===== src/rtl/output_packetizer.sv =====
// Output packetizer: holds back one 64-bit word so the word can be written with the correct
// pkt_end flag. A packet closes on the word-count limit, an idle timeout or a flush request.
module output_packetizer #(
   parameter int unsigned MAX_PKT_WORDS = 256,
   parameter int unsigned IDLE_TIMEOUT  = 1024,
   parameter int unsigned PKT_CNT_WIDTH = 16
) (
   input  logic                     CLK,
   input  logic                     RESET,
   input  logic [63:0]              din,
   input  logic                     din_wr,
   output logic                     din_full,
   input  logic                     flush,
   output logic [63:0]              dout,
   output logic                     wr_en,
   input  logic                     full,
   output logic                     pkt_end,
   output logic [PKT_CNT_WIDTH-1:0] pkt_cnt
);

   localparam int unsigned WordCntW = $clog2(MAX_PKT_WORDS);
   localparam int unsigned IdleCntW = $clog2(IDLE_TIMEOUT);
   localparam logic [WordCntW-1:0] WordLast = WordCntW'(MAX_PKT_WORDS - 1);
   localparam logic [IdleCntW-1:0] IdleLast = IdleCntW'(IDLE_TIMEOUT - 1);

   if (MAX_PKT_WORDS < 2) begin : g_bad_max
      $error("MAX_PKT_WORDS must be at least 2");
   end
   if (IDLE_TIMEOUT < 2) begin : g_bad_idle
      $error("IDLE_TIMEOUT must be at least 2");
   end

   logic [63:0]         hold_data;
   logic                hold_valid;
   logic [WordCntW-1:0] word_cnt;
   logic [IdleCntW-1:0] idle_cnt;

   logic cnt_last;
   logic tmo;
   logic close;
   logic accept;
   logic emit;

   // Handshake outputs are forced low while RESET is asserted, whatever the held state.
   always_comb begin
      cnt_last = (word_cnt == WordLast);
      tmo      = (idle_cnt == IdleLast);
      close    = cnt_last || tmo || flush;
      din_full = !RESET && hold_valid && full;
      accept   = din_wr && !din_full;
      emit     = !RESET && hold_valid && !full && (accept || close);
      wr_en    = emit;
      pkt_end  = emit && close;
      dout     = hold_data;
   end

   always_ff @(posedge CLK) begin
      if (RESET) begin
         hold_valid <= 1'b0;
         word_cnt   <= '0;
         idle_cnt   <= '0;
         pkt_cnt    <= '0;
      end else begin
         if (accept) begin
            hold_valid <= 1'b1;
         end else if (emit) begin
            hold_valid <= 1'b0;
         end

         if (emit) begin
            word_cnt <= pkt_end ? '0 : word_cnt + WordCntW'(1);
         end

         // Saturation keeps a timeout pending while the output FIFO is full.
         if (accept || !hold_valid) begin
            idle_cnt <= '0;
         end else if (!tmo) begin
            idle_cnt <= idle_cnt + IdleCntW'(1);
         end

         if (pkt_end) begin
            pkt_cnt <= pkt_cnt + PKT_CNT_WIDTH'(1);
         end
      end
   end

   always_ff @(posedge CLK) begin
      if (accept) begin
         hold_data <= din;
      end
   end

endmodule


===== config.mk =====
export PLATFORM = sky130hd
export DESIGN_NAME = output_packetizer
export DESIGN_NICKNAME = d
export VERILOG_FILES = /design/src/rtl/output_packetizer.sv
export SDC_FILE = /design/constraint.sdc
export NUM_CORES = 1
export LEC_CHECK = 0
export ABC_AREA = 1
export BUFFER_PORTS_ARGS = -buffer_cell sky130_fd_sc_hd__buf_2
export CAP_MARGIN = 10
export CORE_MARGIN = 5
export CORE_UTILIZATION = 44
export DETAILED_ROUTE_END_ITERATION = 12
export PLACE_DENSITY_LB_ADDON = 0.08
export SYNTH_ARGS = -nofsm -noshare
export SYNTH_HDL_FRONTEND = slang
export SYNTH_SLANG_ARGS = --single-unit

===== constraint.sdc =====
create_clock -name CLK -period 2.4 [get_ports CLK]
set_clock_uncertainty 0.1 [all_clocks]
set_input_delay 0.24 -clock CLK [delete_from_list [all_inputs] [get_ports CLK]]
set_output_delay 0.24 -clock CLK [all_outputs]
set_load 0.005 [all_outputs]

==> results.yml, run 1 <==
outcome:
  status: "finished, final reports clean"
sta:
  setup_viol: 0
  finalMaxSlewViolations: 0
  rsz0062_at_grt: "no"
  finalSetupTns_ns: 0
  final_hold_viol_count: 0
  max_freq_mhz: 449
  worst_pin_slew_ns: 0.395
  relSlewSlack_pct: 73.6
  finalCritPeriodShare_pct: 92.8
  layout_min_cycle_time_ns: 2.23
critical_path:
  crit_top_cell: "nand3_4"
  endpoint: "pkt_end"
  r2r_end: "pkt_cnt[0]"
  worst_r2r_path_depth: 10
  cp_max_fo: 21
  reg2reg_from: "idle_cnt[1]"
  cp-startpoint: "idle_cnt[1]"
  rrSetupSlack_ns: 0.64
  crit_arrival_ns: 1.89
  max_stage_delay_ns: 0.39
  crit_path_end_kind: "output port"
  startpoint_type: "register"
  path_class: "reg -> out"
  crit_chain: "ha_2 -> nand2_2 -> nor2_4 -> nand3_4 -> nand3_4 -> nand2_8 -> clkinv_4 -> buf_2"
  critPathRequiredTime_ns: 2.06
  critical-path-slowest-cell: "dfxtp_1"
global_route:
  grt_antenna_before_repair: 0
  grt_pass1_wl_mm: 16.7
  overflow: 0
  grt_pass1_vias: 3208
  grt_max_degree: 31
  grt.total_usage_pct: 18.8
synthesis:
  ys_ff_latch: 99
  synth_edf_count: 64
  async_flop_share_pct: 0
  ys.flop_type: "edfxtp_1"
  ys_types: 32
  ys_seq_area_share_pct: 67.3
  ys_warn_count: 0
  syn_avg_cell_area_sq_um: 11.1
  syn_inst: 350
  synth_area_sq_um: 3890
  synth_fp_nets: 422
drt:
  wl_per_cell_microns: 15.0
  ant_nets: 0
  drt_iter0_drc: 173
  drc_errors: 0
  vias_per_cell: 4.76
  dr.pass1.iters: 4
  vias: 3286
  routed_wl_mm: 10.4
pwr:
  cellPowerDensity_nw_per_um2: 570
  p_leak_nw: 2.38
  vdd_drop_max_v: 0.000293
layout:
  final_common_cell: "buf_2"
  stdcell_count: 690
  post-route-util_pct: 65.1
  syn2layout_area_growth_pct: 45.0
  antenna_cells: 0
  drive_gt1_share_pct: 34.0
  nNetsFinal: 649
  mostFrequentLayoutCells: "buf_2, nand2_1, edfxtp_1, dlygate4sd3_1, dfxtp_1"
die:
  rows: 34
  dieArea_sq_um: 10800
  coreArea_sq_um: 8680
  dieWidth_microns: 104
  io_pins: 152
  start_util_pct: 44.9
  die_y_microns: 104
clocking:
  cts_tree: "yes"
  cts_made_buffers: 9
  htree_num_levels: 3
  cts.sinks: 99
  cts-root-buf: "clkbuf_8"
  clk_latency_ns: 0.35
  clk_pin_slew_ns: 0.09
  clock_path_buffers: 2
placed_design:
  gp_congestion: 0.858
  dp.cells: 609
  dp_hpwl_mm: 7.30
  place.port_buffers: 151
flow_run:
  cap_violations: 0
hold_path:
  min_path_type: "in -> reg"
-- per-layer routing --
metal  track usage (%)  up-vias  routed length, microns
met4              6.29        0                     188
li1                  -     1639                       -
met2              31.0      127                    4890
met5                 0        -                       0
met3              4.78       17                     696
met1              24.2     1503                    4580
-- how the worst min path moves through the flow --
stage | from | endpoint | slack [ns] | cells after the start
floorplan | RESET | pkt_cnt[15] | 0.20 | 1
global placement | din[43] | dout[43] | 0.32 | 1
detailed placement | din[45] | dout[45] | 0.32 | 1
CTS | RESET | pkt_cnt[10] | 0.16 | 3
global route | RESET | pkt_cnt[9] | 0.18 | 3
finish | din_wr | word_cnt[1] | 0.18 | 4
-- cells in the mapped netlist, types with 2 or more instances --
master    instances  area share, %
nand3_4           2           0.90
nor2_1           29            2.8
edfxtp_1         64             49
o21ai_0           8            1.0
nand2_1          74            7.1
nand4_1           8            1.3
buf_2             3           0.39
a21oi_1          15            1.9
nand2_2           7            1.1
xor2_1            9            2.0
nor3_1            3           0.39
xnor2_1           3           0.67
nand3_1          33            4.2
nor2_4            2           0.58
ha_1              3           0.96
dfxtp_1          35             18
a21oi_2           6            1.3
inv_1            32            3.1
-- cell families (layout without fill, tap and decap cells) --
family | after synthesis | in the layout | share of synthesized area [%]
buffers and inverters | 40 | 272 | 4.46
AO/OA/AOI/OAI | 35 | 35 | 5.46
AND/OR/NAND/NOR | 161 | 161 | 19.1
adder cells (fa/ha/maj) | 3 | 3 | 0.964
XOR/XNOR | 12 | 12 | 2.70
flip-flops | 99 | 99 | 67.3
-- cell type report --
type	count	area, sq um
Multi-Input combinational cell	211	1110
Fill cell	701	3030
Clock inverter	7	60.1
Tap cell	108	135
Inverter	34	133
Sequential cell	99	2620
Clock buffer	9	124
Timing Repair Buffer	222	1460
-- repair_timing --
item,in CTS,in global routing
pin swaps,0,1
buffers inserted,0,1
hold buffers,64,0
hold endpoints to repair,64,0
gates resized for setup,2,2
gates cloned,0,0
endpoints found under the setup margin,1,2
-- critical path: cells and delay by family, from the launching register on --
family / cells / cell delay (ns)
simple gates: 5 / 0.64
flops: 1 / 0.39
buf+inv: 2 / 0.27
fa+ha+maj: 1 / 0.23
-- sequential cells by signal, summed over array words and instances (netlist names) --
name        count
pkt_cnt        16
hold_valid      1
idle_cnt       10
word_cnt        8
dout           64
-- stage by stage --
stage	hold WS, ns	area (sq um)	power (mW)	worst slack (ns)
global route	0.177	5650	3.34	0.00771
detailed placement	0.318	4800	2.18	0.318
floorplan	0.202	3890	2.03	0.0244
CTS	0.161	5640	3.25	0.0510
finish	0.179	5650	3.22	0.172
global placement	0.318	4800	2.17	0.377
-- report_power, final --
group,switching [mW],internal [mW]
Sequential,0.0201,1.89
Combinational,0.143,0.170
Clock,0.595,0.395
Note: power is estimated with default switching activity, not from simulation.
==> run 2, diff against run 1 <==
Settings changed: ABC_AREA 1 to unset, CORE_UTILIZATION 44 to 35, SLEW_MARGIN set to 20.
==> run 2 against run 1 <==
Net effect:
- synthesized cell count shrank 28%
- first-iteration DRC count shrank 13%
- non-clock buffer count shrank 1
- global-route usage shrank 4.1 points
- count of clock-buffer cells in the layout grew 1
- largest power group unchanged
==> results.yml, run 2 <==
critical_path:
  crit_chain: "ha_2 -> and4_4 -> nand3_1 -> buf_12 -> a31o_2 -> inv_1 -> buf_2"
  crit_arrival_ns: 1.90
  max_stage_delay_ns: 0.37
  path_class: "reg -> out"
  cp_max_fo: 21
  critical-path-slowest-cell: "dfxtp_2"
  crit_path_end_kind: "output port"
  critPathRequiredTime_ns: 2.06
  startpoint_type: "register"
  path_buf_inv: 3
  rrSetupSlack_ns: 0.33
  crit_family: "simple AND/OR/NAND/NOR gates"
sta:
  finalHoldWorstSlack_ns: 0.108
  finalSetupTns_ns: 0
  final_hold_viol_count: 0
  relSlewSlack_pct: 53.0
  finalCritPeriodShare_pct: 93.5
  worst_pin_slew_ns: 0.700
  rsz0062_at_grt: "no"
  max_freq_mhz: 446
  finalMaxSlewViolations: 0
  layout_min_cycle_time_ns: 2.24
  setup_viol: 0
clocking:
  clock_path_buffers: 2
  clk_pin_slew_ns: 0.08
  cts-root-buf: "clkbuf_8"
  post_cts_buffers: 0
  cts_made_buffers: 9
  cts.sinks: 99
  htree_num_levels: 3
  clk_latency_ns: 0.35
  cts_tree: "yes"
pwr:
  finalPower_mw: 3.22
  power_switching_uw: 687
  sw_frac_of_total_pct: 21.3
  internal-power_mw: 2.54
  p_leak_nw: 2.16
  cellPowerDensity_nw_per_um2: 588
  clkPwrFrac_pct: 31.9
  comb_power_share_pct: 9.0
  seq_power_share_pct: 59.2
  vdd_drop_max_v: 0.000256
die:
  die_y_microns: 112
  coreArea_sq_um: 10300
  dieWidth_microns: 112
  io_pins: 152
  dieArea_sq_um: 12600
  start_util_pct: 35.6
  rows: 37
synthesis:
  syn_avg_cell_area_sq_um: 14.5
  ys_warn_count: 0
  async_flop_share_pct: 0
  synthTopCellsByArea: "edfxtp_1, dfxtp_1, xnor2_1"
  synth_edf_count: 64
  yosys.area.top_type_share_pct: 52.6
  ys_ff_latch: 99
  yosysMostFrequentCell: "edfxtp_1"
  synth_fp_nets: 325
  ys_seq_area_share_pct: 71.7
  synth_common_cells: "edfxtp_1, dfxtp_1, nor2_1, nand2_1, xnor2_1"
  syn_inst: 253
  ys.flop_type: "edfxtp_1"
  synth_top_area_cell: "edfxtp_1"
  ys_types: 36
  synth_area_sq_um: 3660
layout:
  final_common_cell: "buf_2"
  antenna_cells: 0
  largest_register_ffs: 64
  nNetsFinal: 551
  multi_input_area_sq_um: 1000
  mostFrequentLayoutCells: "buf_2, edfxtp_1, dlygate4sd3_1"
  syn2layout_area_growth_pct: 49.8
  drive_gt1_share_pct: 39.5
  finalInstanceArea_sq_um: 5480
  nFillCells: 901
  seq_area_sq_um: 2630
drt:
  drc_errors: 0
  vias_per_cell: 4.50
  drt_iter0_drc: 150
  dr.pass1.iters: 4
  ant_nets: 0
  routed_wl_mm: 9.09
  wl_per_cell_microns: 14.7
  vias: 2791
global_route:
  grt_antenna_before_repair: 0
  grt_pass1_vias: 2958
  grt_pass1_wl_mm: 14.9
  grt_max_degree: 65
  overflow: 0
  grt.total_usage_pct: 14.7
placed_design:
  place.port_buffers: 151
  dp_hpwl_mm: 6.30
  gp_congestion: 0.787
  postPlaceCellArea_sq_um: 4620
hold_path:
  min_path_type: "in -> reg"
flow_run:
  cap_violations: 0
outcome:
  status: "finished, final reports clean"
run 2: cell types whose count changed after synthesis, moves of 6 or more:
cell	change
a2111oi_2	+9
a21oi_1	-10
a21oi_2	-6
inv_1	-27
nand2_1	-57
nand2_2	-7
nand3_1	-19
o21ai_0	-6
xnor2_1	+13
run 2: final cells by class:
class,count,area share [%]
Sequential cell,99,47.9
Timing Repair Buffer,221,26.8
Multi-Input combinational cell,143,18.3
Tap cell,136,3.11
Clock buffer,10,2.33
Clock inverter,6,1.21
Inverter,5,0.343
run 2: path summary, 6_finish.rpt:
kind               start          end  cells after the start
max reg2reg  word_cnt[0]   pkt_cnt[8]                      7
min reg2reg  word_cnt[1]  word_cnt[1]                      2
max          idle_cnt[0]        wr_en                      7
min               din_wr  word_cnt[1]                      3
run 2: metrics by stage:
step                      setup WS, ns  utilization (%)  cells
after floorplan                  0.321                -    253
after global placement           0.288             45.0    540
after detailed placement         0.263             45.0    540
after CTS                       0.0190             53.2    620
after global routing            0.0262             53.3    620
final                            0.157             53.3    620
run 2: cells by family after synthesis:
logic type,Yosys count,synth area share [%]
flip-flops,99,71.7
AND/OR/NAND/NOR,87,12.0
AO/OA/AOI/OAI,27,7.39
XOR/XNOR,21,5.03
buffers and inverters,11,1.47
multiplexers,5,1.37
adder cells (fa/ha/maj),3,1.03
run 2: layer usage:
layer	wire length (microns)	track usage, %	share of wire, %	up-vias
met5	0	0	0	-
met2	4160	24.0	46	116
li1	-	-	-	1391
met1	4040	18.2	44	1268
met4	195	6.25	2.1	0
met3	689	4.42	7.6	16
run 2: power by group through the flow:
stage          Combinational [mW]  Clock, mW  Sequential (mW)
6_report                    0.289       1.03             1.91
3_3_place_gp                0.204          0             1.94
3_5_place_dp                0.204          0             1.94
5_1_grt                     0.315       1.16             1.91
2_1_floorplan              0.0484          0             1.96
4_1_cts                     0.290       1.09             1.91
run 2: worst min-delay path, stage by stage:
cell and delay [ns]:
buf_2 0.13, nand4_1 0.08, a21oi_1 0.05
run 2: timing repair:
action,in CTS,in global routing
resized for setup,2,5
cloned,0,0
endpoints found under the hold margin,64,0
hold buffers,64,0
setup endpoints to repair,1,2
